**src/rtl/decode_pkg.sv**
```systemverilog
// decode_pkg: opcode constants, ALUOp/ImmSrc/ResultSrc encodings and the control word shared by the decode stage
package decode_pkg;

    localparam int CTRL_W = 14;

    localparam logic [6:0] OP_LOAD   = 7'b0000011;
    localparam logic [6:0] OP_STORE  = 7'b0100011;
    localparam logic [6:0] OP_REG    = 7'b0110011;
    localparam logic [6:0] OP_IMM    = 7'b0010011;
    localparam logic [6:0] OP_BRANCH = 7'b1100011;
    localparam logic [6:0] OP_JAL    = 7'b1101111;
    localparam logic [6:0] OP_LUI    = 7'b0110111;
    localparam logic [6:0] OP_AUIPC  = 7'b0010111;
    localparam logic [6:0] OP_JALR   = 7'b1100111;

    localparam logic [6:0] F7_BASE   = 7'b0000000;
    localparam logic [6:0] F7_ALT    = 7'b0100000;
    localparam logic [6:0] F7_MULDIV = 7'b0000001;

    localparam logic [2:0] ALU_ADD    = 3'b000;
    localparam logic [2:0] ALU_BEQ    = 3'b001;
    localparam logic [2:0] ALU_RTYPE  = 3'b010;
    localparam logic [2:0] ALU_SHIFT  = 3'b011;
    localparam logic [2:0] ALU_BLT    = 3'b100;
    localparam logic [2:0] ALU_BLTU   = 3'b101;
    localparam logic [2:0] ALU_MULDIV = 3'b110;

    localparam logic [2:0] IMM_I  = 3'b000;
    localparam logic [2:0] IMM_S  = 3'b001;
    localparam logic [2:0] IMM_B  = 3'b010;
    localparam logic [2:0] IMM_J  = 3'b011;
    localparam logic [2:0] IMM_U  = 3'b100;
    localparam logic [2:0] IMM_SH = 3'b101;

    localparam logic [1:0] RES_ALU   = 2'b00;
    localparam logic [1:0] RES_MEM   = 2'b01;
    localparam logic [1:0] RES_PC4   = 2'b10;
    localparam logic [1:0] RES_UPPER = 2'b11;

    typedef struct packed {
        logic       reg_write;
        logic [2:0] imm_src;
        logic       alu_src;
        logic       mem_write;
        logic [1:0] result_src;
        logic       branch;
        logic [2:0] alu_op;
        logic       jump;
        logic       jalr;
    } ctrl_t;

    function automatic ctrl_t mk_ctrl(
        input logic       reg_write,
        input logic [2:0] imm_src,
        input logic       alu_src,
        input logic       mem_write,
        input logic [1:0] result_src,
        input logic       branch,
        input logic [2:0] alu_op,
        input logic       jump,
        input logic       jalr
    );
        return '{reg_write, imm_src, alu_src, mem_write, result_src, branch, alu_op, jump, jalr};
    endfunction

endpackage

```
**src/rtl/ctrl_decode.sv**
```systemverilog
// ctrl_decode: combinational RV32I(+M) instruction to control-word decoder with illegal detection
module ctrl_decode
    import decode_pkg::*;
#(
    parameter int M_EXT = 1
) (
    input  logic [31:0] instr_i,
    output ctrl_t       ctrl_o,
    output logic        illegal_o
);

    logic [6:0] op;
    logic [2:0] funct3;
    logic [6:0] funct7;
    logic       shift;
    ctrl_t      raw;
    logic       ill;

    assign op     = instr_i[6:0];
    assign funct3 = instr_i[14:12];
    assign funct7 = instr_i[31:25];
    assign shift  = funct3[1:0] == 2'b01;

    // Raw control word per opcode; undefined encodings only raise ill
    always_comb begin
        raw = '0;
        ill = 1'b0;
        case (op)
            OP_LOAD:   raw = mk_ctrl(1'b1, IMM_I, 1'b1, 1'b0, RES_MEM, 1'b0, ALU_ADD, 1'b0, 1'b0);
            OP_STORE:  raw = mk_ctrl(1'b0, IMM_S, 1'b1, 1'b1, RES_ALU, 1'b0, ALU_ADD, 1'b0, 1'b0);
            OP_REG: begin
                if (M_EXT != 0 && funct7 == F7_MULDIV)
                    raw = mk_ctrl(1'b1, IMM_I, 1'b0, 1'b0, RES_ALU, 1'b0, ALU_MULDIV, 1'b0, 1'b0);
                else if (funct7 == F7_BASE || funct7 == F7_ALT)
                    raw = mk_ctrl(1'b1, IMM_I, 1'b0, 1'b0, RES_ALU, 1'b0, shift ? ALU_SHIFT : ALU_RTYPE, 1'b0, 1'b0);
                else
                    ill = 1'b1;
            end
            OP_IMM:    raw = mk_ctrl(1'b1, shift ? IMM_SH : IMM_I, 1'b1, 1'b0, RES_ALU, 1'b0,
                                     shift ? ALU_SHIFT : ALU_RTYPE, 1'b0, 1'b0);
            OP_BRANCH: begin
                ill = funct3[2:1] == 2'b01;
                raw = mk_ctrl(1'b0, IMM_B, 1'b0, 1'b0, RES_ALU, 1'b1,
                              funct3[2] ? (funct3[1] ? ALU_BLTU : ALU_BLT) : ALU_BEQ, 1'b0, 1'b0);
            end
            OP_JAL:    raw = mk_ctrl(1'b1, IMM_J, 1'b0, 1'b0, RES_PC4, 1'b0, ALU_ADD, 1'b1, 1'b0);
            OP_LUI,
            OP_AUIPC:  raw = mk_ctrl(1'b1, IMM_U, 1'b0, 1'b0, RES_UPPER, 1'b0, ALU_ADD, 1'b0, 1'b0);
            OP_JALR:   raw = mk_ctrl(1'b1, IMM_I, 1'b1, 1'b0, RES_PC4, 1'b0, ALU_ADD, 1'b0, 1'b1);
            default:   ill = 1'b1;
        endcase
    end

    assign illegal_o = ill;
    assign ctrl_o    = ill ? '0 : raw;

endmodule

```
**src/rtl/decode_ctrl_stage.sv**
```systemverilog
// decode_ctrl_stage: registered decode stage with valid/ready handshake, optional 2-entry skid buffer and flush
module decode_ctrl_stage
    import decode_pkg::*;
#(
    parameter int PC_W  = 32,
    parameter int M_EXT = 1,
    parameter int SKID  = 1
) (
    input  logic            clk,
    input  logic            reset_n,
    input  logic            in_valid,
    output logic            in_ready,
    input  logic [31:0]     in_instr,
    input  logic [PC_W-1:0] in_pc,
    input  logic            flush,
    output logic            out_valid,
    input  logic            out_ready,
    output logic [31:0]     out_instr,
    output logic [PC_W-1:0] out_pc,
    output logic            RegWrite,
    output logic [2:0]      ImmSrc,
    output logic            ALUSrc,
    output logic            MemWrite,
    output logic [1:0]      ResultSrc,
    output logic            Branch,
    output logic [2:0]      ALUOp,
    output logic            Jump,
    output logic            Jalr,
    output logic            Illegal
);

    ctrl_t           dec_ctrl;
    logic            dec_ill;
    logic            in_fire;
    logic            out_free;
    logic            out_valid_q, out_valid_d;
    logic [31:0]     out_instr_q, out_instr_d;
    logic [PC_W-1:0] out_pc_q, out_pc_d;
    ctrl_t           out_ctrl_q, out_ctrl_d;
    logic            out_ill_q, out_ill_d;
    logic            skid_valid_q, skid_valid_d;
    logic [31:0]     skid_instr_q, skid_instr_d;
    logic [PC_W-1:0] skid_pc_q, skid_pc_d;
    ctrl_t           skid_ctrl_q, skid_ctrl_d;
    logic            skid_ill_q, skid_ill_d;
    logic            in_ready_q, in_ready_d;

    ctrl_decode #(.M_EXT(M_EXT)) u_ctrl_decode (
        .instr_i   (in_instr),
        .ctrl_o    (dec_ctrl),
        .illegal_o (dec_ill)
    );

    // in_ready_q doubles as "out of reset"; without a skid it gates the combinational ready
    assign out_free = !out_valid_q || out_ready;
    assign in_ready = (SKID != 0) ? in_ready_q : in_ready_q && out_free;
    assign in_fire  = in_valid && in_ready;

    // Flush wins; otherwise the skid drains into a free output, else a new entry fills the output or the skid
    always_comb begin
        out_valid_d  = out_valid_q;
        out_instr_d  = out_instr_q;
        out_pc_d     = out_pc_q;
        out_ctrl_d   = out_ctrl_q;
        out_ill_d    = out_ill_q;
        skid_valid_d = skid_valid_q;
        skid_instr_d = skid_instr_q;
        skid_pc_d    = skid_pc_q;
        skid_ctrl_d  = skid_ctrl_q;
        skid_ill_d   = skid_ill_q;
        if (flush) begin
            out_valid_d  = 1'b0;
            skid_valid_d = 1'b0;
        end else if (out_free && skid_valid_q) begin
            out_valid_d  = 1'b1;
            out_instr_d  = skid_instr_q;
            out_pc_d     = skid_pc_q;
            out_ctrl_d   = skid_ctrl_q;
            out_ill_d    = skid_ill_q;
            skid_valid_d = 1'b0;
        end else if (out_free) begin
            out_valid_d = in_fire;
            out_instr_d = in_fire ? in_instr : out_instr_q;
            out_pc_d    = in_fire ? in_pc : out_pc_q;
            out_ctrl_d  = in_fire ? dec_ctrl : out_ctrl_q;
            out_ill_d   = in_fire ? dec_ill : out_ill_q;
        end else if (in_fire) begin
            skid_valid_d = 1'b1;
            skid_instr_d = in_instr;
            skid_pc_d    = in_pc;
            skid_ctrl_d  = dec_ctrl;
            skid_ill_d   = dec_ill;
        end
        in_ready_d = (SKID != 0) ? !skid_valid_d : 1'b1;
    end

    // State registers, cleared to zero by the synchronous active-low reset
    always_ff @(posedge clk) begin
        if (!reset_n) begin
            out_valid_q  <= 1'b0;
            out_instr_q  <= '0;
            out_pc_q     <= '0;
            out_ctrl_q   <= '0;
            out_ill_q    <= 1'b0;
            skid_valid_q <= 1'b0;
            skid_instr_q <= '0;
            skid_pc_q    <= '0;
            skid_ctrl_q  <= '0;
            skid_ill_q   <= 1'b0;
            in_ready_q   <= 1'b0;
        end else begin
            out_valid_q  <= out_valid_d;
            out_instr_q  <= out_instr_d;
            out_pc_q     <= out_pc_d;
            out_ctrl_q   <= out_ctrl_d;
            out_ill_q    <= out_ill_d;
            skid_valid_q <= skid_valid_d;
            skid_instr_q <= skid_instr_d;
            skid_pc_q    <= skid_pc_d;
            skid_ctrl_q  <= skid_ctrl_d;
            skid_ill_q   <= skid_ill_d;
            in_ready_q   <= in_ready_d;
        end
    end

    assign out_valid = out_valid_q;
    assign out_instr = out_instr_q;
    assign out_pc    = out_pc_q;
    assign RegWrite  = out_ctrl_q.reg_write;
    assign ImmSrc    = out_ctrl_q.imm_src;
    assign ALUSrc    = out_ctrl_q.alu_src;
    assign MemWrite  = out_ctrl_q.mem_write;
    assign ResultSrc = out_ctrl_q.result_src;
    assign Branch    = out_ctrl_q.branch;
    assign ALUOp     = out_ctrl_q.alu_op;
    assign Jump      = out_ctrl_q.jump;
    assign Jalr      = out_ctrl_q.jalr;
    assign Illegal   = out_ill_q;

endmodule

```
**config.mk**
```make
export PLATFORM = sky130hd
export DESIGN_NAME = decode_ctrl_stage
export DESIGN_NICKNAME = d
export VERILOG_FILES = /design/src/rtl/decode_pkg.sv /design/src/rtl/ctrl_decode.sv /design/src/rtl/decode_ctrl_stage.sv
export SDC_FILE = /design/constraint.sdc
export NUM_CORES = 1
export LEC_CHECK = 0
export CORE_ASPECT_RATIO = 0.8
export CORE_MARGIN = 2
export CORE_UTILIZATION = 48
export CTS_BUF_LIST = sky130_fd_sc_hd__clkbuf_4
export DETAILED_ROUTE_END_ITERATION = 12
export GPL_TIMING_DRIVEN = 0
export MAX_ROUTING_LAYER = met4
export PLACE_DENSITY = 0.77
export SYNTH_ARGS = -nofsm -noshare
export SYNTH_HDL_FRONTEND = slang
export SYNTH_SLANG_ARGS = --single-unit
```
**constraint.sdc**
```tcl
create_clock -name clk -period 2.1 [get_ports clk]
set_clock_uncertainty 0.15 [all_clocks]
set_input_delay 0.21 -clock clk [delete_from_list [all_inputs] [get_ports clk]]
set_output_delay 0.21 -clock clk [all_outputs]
set_load 0.1 [all_outputs]
```
; ---- Word-level counts from Yosys, hierarchy flattened
; Index checks and enable logic that the tools add are counted.
[word_totals]
reg_bits = 161
word_cells = 87
input_bits = 69
out_inout_bits = 81
[op_classes]
mux = 29
bitwise_logic = 4
n_reduce_logical = 14
eq_ne = 13
[op_table]
columns = operator, n
row1 = $mux W32, 6
row2 = $pmux W14 S8, 1
row3 = $mux W14, 6
row4 = $eq A7 B6 Y1 const B, 4
row5 = $eq A7 B7 Y1 const B, 3
row6 = $eq A7 B5 Y1 const B, 2
row7 = $mux W1, 13
row8 = $eq A7 B1 Y1 const B, 1
row9 = $eq A7 B2 Y1 const B, 1
row10 = $logic_not A7 Y1, 1
row11 = $reduce_or A7 Y1, 1
row12 = $mux W3, 2
row13 = $eq A2 B1 Y1 const B, 2
row14 = $not A1 Y1, 4
row15 = $reduce_and A4 Y1, 1
row16 = $reduce_bool A2 Y1, 2
row17 = $reduce_or A2 Y1, 2
row18 = $pmux W1 S3, 1
row19 = $reduce_and A3 Y1, 1
row20 = $logic_and A1 B1 Y1, 2
row21 = $logic_not A1 Y1, 2
row22 = $logic_or A1 B1 Y1, 2

; ---- Longest topological paths before layout
; Gate-level depths: netlist of run 1.
[depth]
ltp_word = 9
depth_mapped = 7
mapped_depth_nobuf = 5

; ---- Hierarchy
; From an unflattened synthesis of run 1, not the netlist that was laid out.
[unflattened]
cells_unflattened = 848
hier_area_um2 = 7597.3
[modules_own_cells]
columns = mod, cells_each, area_per_inst_um2, instances, seq_area_each_um2
row1 = decode_ctrl_stage, 786, 7213.2, 1, 3223.1
row2 = ctrl_decode, 62, 384.1, 1, 0.0

; ---- Worst setup path after synthesis of run 1
; No wires, ideal clock.
[synth_timing]
path_kind = reg2reg
startpoint = reg out_valid_q (netlist: out_valid)
endpoint = reg skid_ctrl_q[2] (netlist name)
path_slack_ns = -0.313
t_arrival_ns = 2.146
required_time_ns = 1.833
setup_time_ns = 0.117
n_path_buf = 2
stages_incl_launch_ff = 6
synth_period_minus_slack_ns = 2.413
path_cell_list = dfxtp_1 nand2b_1 or3_1 buf_2 clkbuf_1 a32o_1
[synth_between]
elab_chain_cells = 5
word_cells_on_any_way = 6
cone_classes = bitwise: 2 / reduce/logical: 4
[synth_rtl]
columns = element, line_no
row1 = from (decl), decode_ctrl_stage.sv:36  ; logic out_valid_q, out_valid_d;
row2 = from (signal assigned), decode_ctrl_stage.sv:112  ; out_valid_q <= out_valid_d;
row3 = $logic_not A1 Y1 (*), decode_ctrl_stage.sv:55  ; assign out_free = !out_valid_q || out_ready;
row4 = $logic_or A1 B1 Y1 (*), decode_ctrl_stage.sv:55
row5 = $logic_and A1 B1 Y1, decode_ctrl_stage.sv:74  ; end else if (out_free && skid_valid_q) begin
row6 = $not A1 Y1 (no source line), --
row7 = $reduce_and A4 Y1 (no source line) (*), --
row8 = to (signal assigned), decode_ctrl_stage.sv:120  ; skid_ctrl_q <= skid_ctrl_d;
row9 = to (decl), decode_ctrl_stage.sv:44  ; ctrl_t skid_ctrl_q, skid_ctrl_d;
; Every way passes the cells marked *; elsewhere a longest branch is shown, timed or not.
; A chain may end at the register's enable or synchronous reset.

; ---- Worst setup path after layout of run 1
[layout_timing]
startpoint = reg skid_valid_q
endpoint = reg out_ctrl_q (netlist bit MemWrite)
[layout_between]
elab_chain_cells = 3
word_cells_on_any_way = 5
cone_classes = mux: 1 / reduce/logical: 4
[layout_rtl]
columns = element, line_no
row1 = from (decl), decode_ctrl_stage.sv:41  ; logic skid_valid_q, skid_valid_d;
row2 = from (signal assigned), decode_ctrl_stage.sv:117  ; skid_valid_q <= skid_valid_d;
row3 = $logic_and A1 B1 Y1 (*), decode_ctrl_stage.sv:74
row4 = $reduce_bool A2 Y1 (no source line), --
row5 = $reduce_and A3 Y1 (no source line), --
row6 = to (signal assigned), decode_ctrl_stage.sv:115  ; out_ctrl_q <= out_ctrl_d;
row7 = to (decl), decode_ctrl_stage.sv:39  ; ctrl_t out_ctrl_q, out_ctrl_d;
; Marks and branches as above.

==> metrics.txt, run 1 <==
status finished, final reports clean; Clock Sinks roughly 160; DRC Markers 0; post-synth net total 921; most frequent cells in the layout nand2_1, dfxtp_1, a21oi_1; number of diodes 0; period utilization between 90% and 100%; vias in the first global route about 6100; Power per Cell Area between 700 and 800 nW/um2; maxcap violations 0; drt via density 5.476; sequential share of the synthesized area around half; initial drt markers 496; Pre-antenna DRT Iters 5; Crit. End Element flip-flop; CTS clock-pin slew for the worst setup and hold paths ~0.14 ns; clk buf depth 2; Max Fanout on Critical Path 10; crit-path cells a21oi_2 > nor3_4 > buf_4 > buf_2 > o221ai_1 > a21oi_1; Seq cells post-synth approximately 160; Total Routed Length 18970 um; hold depth 3; share of cells above drive strength 1 15.39%; core box area 13500 um2; GPL Wtd Cong between 0.8 and 0.9; commonest non-fill, non-tap cell in the layout nand2_1; WHS Endpoint skid_pc_q[22]; DRT antenna net count 0; Ports 150; Layout area overhead 32.24%; Clock Latency Late Sink 0.56 ns; root buf cell clkbuf_4; CTS tree built; final number of max-transition violations 0; postcts setup bufs 0; Synth cell types 46; R2R Setup Slk about 0.16 ns; Max stage delay on crit path 0.49 ns; Reg-to-Reg Start skid_valid_q; H-tree depth 4; relative slew slack between 50 and 60%; crit path kind flip-flop to flip-flop; first-pass GRT wire length between 30000 and 40000 um; setup tns final 0 ns; final layout net count approximately 1100; Slew @ Worst Pin about 0.64 ns; die area 14700 um2; CP max-delay cell dfxtp_1; Cells after Synth 852; Worst Reg-to-Reg Cells 6; crit start category flip-flop; RSZ-0062 raised after global routing false; largest net degree at the start of global routing 17; Congestion Overflow GR 0; die width approximately 140 um; placed wire-length estimate 13250 um; Port Buffers roughly 150; TritonCTS Buffers 17; Post-Syn Area 6598 um2; initial antenna violation count 0; Routed WL per cell between 15 and 20 um; row cnt 38; Yosys warning total 0; Leak 3.003 nW; WP data required 2.44 ns; Post-DP Area ~8300 um2; Min Clock Period, post-route roughly 2 ns; Worst Path Arrival around 2.3 ns; f_max between 500 and 600 MHz; Die Ht 108.9 um; fin area ~8700 um2; vias about 6600; Worst path top cell family by delay buffers and inverters; starting density of the core 48.86%; Final setup violation count 0; final hold vios 0; syn_area_per_cell between 7 and 8 um2; IR drop worst, VDD ~0.55 mV; worst r2r dst MemWrite; worst hold start in_pc[22]; HP Class input pin to flip-flop; Worst Path Buf+Inv 2; Total Routing Usage GR a little over a quarter
worst max path at each step:
stage / start / endpoint / cells past startpoint
after global routing: skid_valid_q / out_instr[0] / 6
after global placement: reset_n / Jump / 5
final: skid_valid_q / MemWrite / 6
after CTS: out_instr[0] / out_instr[0] / 1
after floorplan: out_valid / skid_ctrl_q[2] / 5
after detailed placement: reset_n / Jalr / 5
cell usage after synthesis, drive strengths merged:
| cell type | number | area share [%] |
|---|---|---|
| nand2 | 285 | 16 |
| dfxtp | 161 | 49 |
| a21oi | 91 | 7.0 |
| nor2 | 84 | 4.8 |
| a311oi | 64 | 8.5 |
| buf | 38 | 3.1 |
| clkbuf | 38 | 2.2 |
| o21ai | 13 | 0.99 |
| nor3 | 10 | 0.83 |
| inv | 8 | 0.46 |
| o221ai | 6 | 0.80 |
| a221oi | 4 | 0.53 |
| nand2b | 4 | 0.38 |
| nand3 | 4 | 0.30 |
| nor2b | 4 | 0.38 |
| a211o | 3 | 0.40 |
| nor3b | 3 | 0.34 |
| o2111ai | 3 | 0.49 |
| or3 | 3 | 0.28 |
| a22oi | 2 | 0.30 |
| a31o | 2 | 0.27 |
| and3 | 2 | 0.19 |
| and3b | 2 | 0.27 |
| nand4 | 2 | 0.19 |
| nor4 | 2 | 0.19 |
| o211ai | 2 | 0.23 |
| o31ai | 2 | 0.23 |
| o32ai | 2 | 0.27 |
| a211oi | 1 | 0.11 |
| a32o | 1 | 0.15 |
| and2b | 1 | 0.11 |
| and4bb | 1 | 0.19 |
| mux2i | 1 | 0.15 |
| nand4b | 1 | 0.13 |
| o41ai | 1 | 0.13 |
| or4 | 1 | 0.11 |
sequential cells by signal, indices dropped and copies added, names as in the netlist, 2 cells and up:
name	cells
out_instr	32
ResultSrc	2
out_pc	32
skid_ctrl_q	14
ImmSrc	3
ALUOp	3
skid_pc_q	32
skid_instr_q	32
kinds of logic (layout without fill, tap and decap cells):
kind of cell	Yosys count	count (layout)	synth area share [%]
multiplexers	1	1	0.1517
flip-flops	161	161	48.85
AND/OR/NAND/NOR	409	409	24.90
buffers and inverters	84	265	5.746
AO/OA/AOI/OAI	197	197	20.35
metal layers:
layer	GRT usage [%]	share of wire (%)	wire length, um	vias to the layer above
met4	6.250	0.68	129	0
met2	40.65	44	8360	284
met3	7.345	9.0	1703	17
met1	36.79	46	8780	3083
met5	-	0	0	-
li1	-	-	-	3258
stage by stage:
stage / utilization, % / std cells / setup slack, ns / hold WS [ns] / power [mW]
global route: 64.61 / 1213 / 0.03853 / 0.02399 / 6.463
floorplan: - / 852 / 0.04751 / 0.1310 / 3.962
CTS: 64.58 / 1213 / 0.004159 / 0.02837 / 6.240
finish: 64.61 / 1213 / 0.1559 / 0.05120 / 6.208
global placement: 61.44 / 1179 / -0.2045 / 0.2919 / 4.323
detailed placement: 61.44 / 1179 / -0.2396 / 0.2948 / 4.328
worst reg2reg max path, delay by kind of cell (launching register included):
| kind | cells | cell delay (ns) |
|---|---|---|
| compound gates | 3 | 0.48 |
| buf+inv | 2 | 0.52 |
| flops | 1 | 0.49 |
| simple gates | 1 | 0.24 |
power by group:
group	internal, mW	leakage (nW)	total (mW)	switching (mW)
Combinational	0.307	1.54	1.08	0.776
Clock	0.852	0.155	1.96	1.11
Sequential	3.13	1.31	3.17	0.0404
Total	4.28	3.00	6.21	1.92
what timing repair did:
item | in CTS | in global routing
hold buffers | 2 | 0
endpoints found under the setup margin | 81 | 3
gates resized for setup | 242 | 5
hold endpoints to repair | 6 | 0
final cells by class:
| cell class | instances | area, um2 |
|---|---|---|
| sequential | 161 | 3226 |
| fill | 1193 | 4778 |
| clock inverter | 13 | 160.2 |
| multi-input combinational | 607 | 3004 |
| inverter | 8 | 30.03 |
| clock buffer | 19 | 142.6 |
| buffer | 76 | 350.3 |
| timing repair buffer | 149 | 1587 |
| tap | 180 | 225.2 |
No activity file was read; power rests on OpenSTA's default activity.
==> run 2, diff against run 1 <==
--- a/config.mk
+++ b/config.mk
@@ -10,9 +10,10 @@
 export CORE_UTILIZATION = 48
 export CTS_BUF_LIST = sky130_fd_sc_hd__clkbuf_4
 export DETAILED_ROUTE_END_ITERATION = 12
+export DONT_BUFFER_PORTS = 1
 export GPL_TIMING_DRIVEN = 0
 export MAX_ROUTING_LAYER = met4
-export PLACE_DENSITY = 0.77
+export PLACE_DENSITY = 0.63
 export SYNTH_ARGS = -nofsm -noshare
 export SYNTH_HDL_FRONTEND = slang
 export SYNTH_SLANG_ARGS = --single-unit
==> run 2 against run 1 <==
  * Register-to-register slack lost 0.05 ns
  * Via count fell by 3.7%
  * Clock power shrank 3%
  * Cell count decreased by 6.5%
  * Cell area decreased by 9.2%
  * Combinational power down 56%
  * Flip-flop and latch count is the same
  * Worst hold slack worse by 0.017 ns
  * Die area did not move
  * Largest cell class unchanged
==> metrics.txt, run 2 (synthesis gave the netlist of run 1 again) <==
status finished, final reports clean; Clock Sinks about 160; crit path kind input pin to flip-flop; Total Routed Length a little over 20000 um; Worst Path Arrival 2.32 ns; DRT antenna net count 0; CP max-delay cell dlygate4sd3_1; Crit. End Element flip-flop; Finished Layout Cells ~1100; first-pass GRT wire length a little over 30000 um; initial drt markers about 480; setup slack at placement -0.3794 ns; Congestion Overflow GR 0; core box area 13500 um2; Die Ht between 100 and 150 um; Fillers between 1000 and 1500; CP dominant cell by count dlygate4sd3_1; final number of max-transition violations 0; Power per Cell Area about 760 nW/um2; Total Routing Usage GR 28.01%; commonest non-fill, non-tap cell in the layout nand2_1; Layout area overhead 20.05%; worst hold margin around 0.034 ns; H-tree depth 4; register area ~3200 um2; final layout net count approximately 1000; WP data required ~2.4 ns; IR drop worst, VDD ~0.6 mV; CTS tree built; f_max ~500 MHz; share of cells above drive strength 1 around 10%; Slew @ Worst Pin ~1.0 ns; Leak around 2.8 nW; die width 135.1 um; Routed WL per cell roughly 18 um; vias in the first global route a little over 6000; Max stage delay on crit path 0.64 ns; crit start category input pin; row cnt 38; clk buf depth 2; drt via density approximately 5.6; largest net degree at the start of global routing 17; DRC Markers 0; crit-path cells dlygate4sd3_1 > inv_2 > clkbuf_1 > nor4_1 > dlygate4sd3_1; maxcap violations 0; final hold vios 0; crit path setup slack, layout approximately 0.08 ns; Placed Instances between 1000 and 1500; multi-input combinational cell area approximately 3000 um2; most frequent cells in the layout nand2_1, dfxtp_1, a21oi_1; period utilization 96.16%; initial antenna violation count 0; vias about 6400; GPL Wtd Cong around 0.84; Final setup violation count 0; HP Class input pin to flip-flop; Ports 150; Pre-antenna DRT Iters 5; starting density of the core between 40 and 50%; Final Power 6.034 mW; TritonCTS Buffers 17; Clock Latency Late Sink 0.56 ns; Post-DP Area 6825 um2; root buf cell clkbuf_4; Max Fanout on Critical Path 10; fin area 7920 um2; CTS clock-pin slew for the worst setup and hold paths 0.12 ns; placed wire-length estimate 13720 um; number of diodes 0; die area around 15000 um2; Min Clock Period, post-route 2.019 ns; Port Buffers 0; relative slew slack slightly above 30%
-- run 2: area by class of cell --
cell class              count  share of cell area [%]
flip-flops and latches    161                   40.81
multi-input cells         607                   38.50
repair buffers             71                   9.036
plain buffers              76                   4.913
well taps                 180                   2.844
clock inverters            13                   1.817
clock buffers              18                   1.706
inverters                   8                  0.3791
-- run 2: critical path, delay by kind of cell --
kind                   cells  cell delay (ns)
buffers and inverters      4             1.96
and+or+nand+nor            1             0.14
-- run 2: final timing paths --
check | startpoint | to | slack, ns | cells past startpoint
worst min register to register | skid_pc_q[26] | skid_pc_q[26] | 0.31 | 2
worst max-delay path | reset_n | skid_valid_q | 0.08 | 5
worst min-delay path | flush | skid_ctrl_q[7] | 0.03 | 5
worst max register to register | in_ready | out_pc[1] | 0.11 | 7
-- run 2: metal layers --
metal  routed length (um)  track usage, %
met5                    0               -
met1                 8808           33.92
met4                  391           10.27
met2                 9442           44.45
met3                 1642           8.554
-- run 2: per-stage QoR --
step           util [%]  setup TNS [ns]
2_1_floorplan         -               0
3_5_place_dp      50.55          -29.85
6_report          58.65               0
4_1_cts           57.86       -0.002460
5_1_grt           58.65        -0.01857
3_3_place_gp      50.55          -20.95
-- run 2: repair_timing --
action                                  in CTS  in global routing
hold endpoints to repair                   158                  7
endpoints found under the setup margin     157                141
pin swaps                                    0                  3
buffers inserted                             0                  1
gates resized for setup                     10                 36
hold buffers                                68                  1
gates cloned                                 0                  1
-- run 2: report_power, final --
group          internal, mW  switching [mW]
clock network         0.815            1.08
logic                 0.203           0.269
registers              3.12           0.542
total                  4.14            1.89
==> variant: new RTL, config.mk and constraints of run 2 <==
The parameter `PC_W` goes from 32 to 48.
--- a/src/rtl/decode_ctrl_stage.sv
+++ b/src/rtl/decode_ctrl_stage.sv
@@ -3,5 +3,5 @@
     import decode_pkg::*;
 #(
-    parameter int PC_W  = 32,
+    parameter int PC_W  = 48,
     parameter int M_EXT = 1,
     parameter int SKID  = 1
Ports: changed (resized in_pc and out_pc); port bits go from 150 to 182. The function was not compared with the original's and may differ.
==> variant against run 2 <==
- the run now ends with setup timing left
- cell area up 23%
- routed wire length up 15%
- total power is 12% higher
- worst hold slack better by 0.019 ns
- highest routed layer unchanged
- area after synthesis is 25% higher
- global-route usage is 1.6 points lower
- sequential cell count is 32 higher
- setup slack got worse by 0.091 ns
- sequential power up 21%
==> variant: results (changes against run 2) <==
status=finished with violations; failing checks=setup timing; first-pass GRT wire length=36900 microns (+19%); DR vias/cell=5.49 (-2.6%); Metal-1 WL=11300 microns (+28%); non-clk buf share=13.7% (-0.23 points); post-route setup slack=-0.0102 ns (-0.0908 ns); reg2reg start=out_valid$_SDFFE_PP0N_; gr usage total=26.4% (-1.6 points); # hold bufs at CTS=84 (+24%); routability cong.=0.901 (+7.3%); post-CTS sizing=32 (+22); Crit path largest cell delay=0.59 ns (-0.05 ns); bufs w/o clock=175 (+19%); Clock buf/inv share=2.36% (-1.2 points); HP Start=in_instr[13]; comb_multi_in=724 (+19%); Clock transition at path regs=0.15 ns (+0.03 ns); worst r2r dst=RegWrite$_SDFFE_PN0P_; worst skew pair latency=0.58 ns (+0.02 ns); Synth area leaders=dfxtp_1, nand2_1, o211a_1, a21boi_0, nand3_1; Synth Area in Compound Gates=22.6% (+2.3 points); met1 Track Usage GR=36.9% (+3.0 points); FF+latch count=193 (+20%); leakage power total=4.35 nW (+57%); Finish-stage setup viols=1 (+1); layout filler cell count=1589 (+28%); library cells used by synthesis=45 (-2.2%); drt wl/cell=17.3 microns (-3.1%)
variant: cell count changes after synthesis, sizes merged, moves of 5 or more:
| cell | before | now |
|---|---|---|
| dfxtp | 161 | 193 |
| buf | 38 | 33 |
| nand3 | 4 | 87 |
| nand2 | 285 | 351 |
| nor2 | 84 | 11 |
| nor2b | 4 | 9 |
| o211a | 0 | 80 |
| a21oi | 91 | 13 |
| clkbuf | 38 | 56 |
| a311oi | 64 | 0 |
| a21boi | 0 | 93 |
variant: power groups by stage:
stage	Clock (mW)	Sequential [mW]	Combinational [mW]
after floorplan	0	4.48	0.283
after global placement	0	4.50	0.366
after detailed placement	0	4.50	0.369
after CTS	1.87	4.42	0.533
after global routing	2.01	4.43	0.597
final	1.82	4.42	0.548
variant: worst reg2reg max path: stages, from the launching register on:
cell and delay [ns]:
dfxtp_4 0.59, nand2b_4 0.12, nand2_2 0.29, clkbuf_2 0.33, o21ai_0 0.17, nor3_1 0.26, o31ai_1 0.10
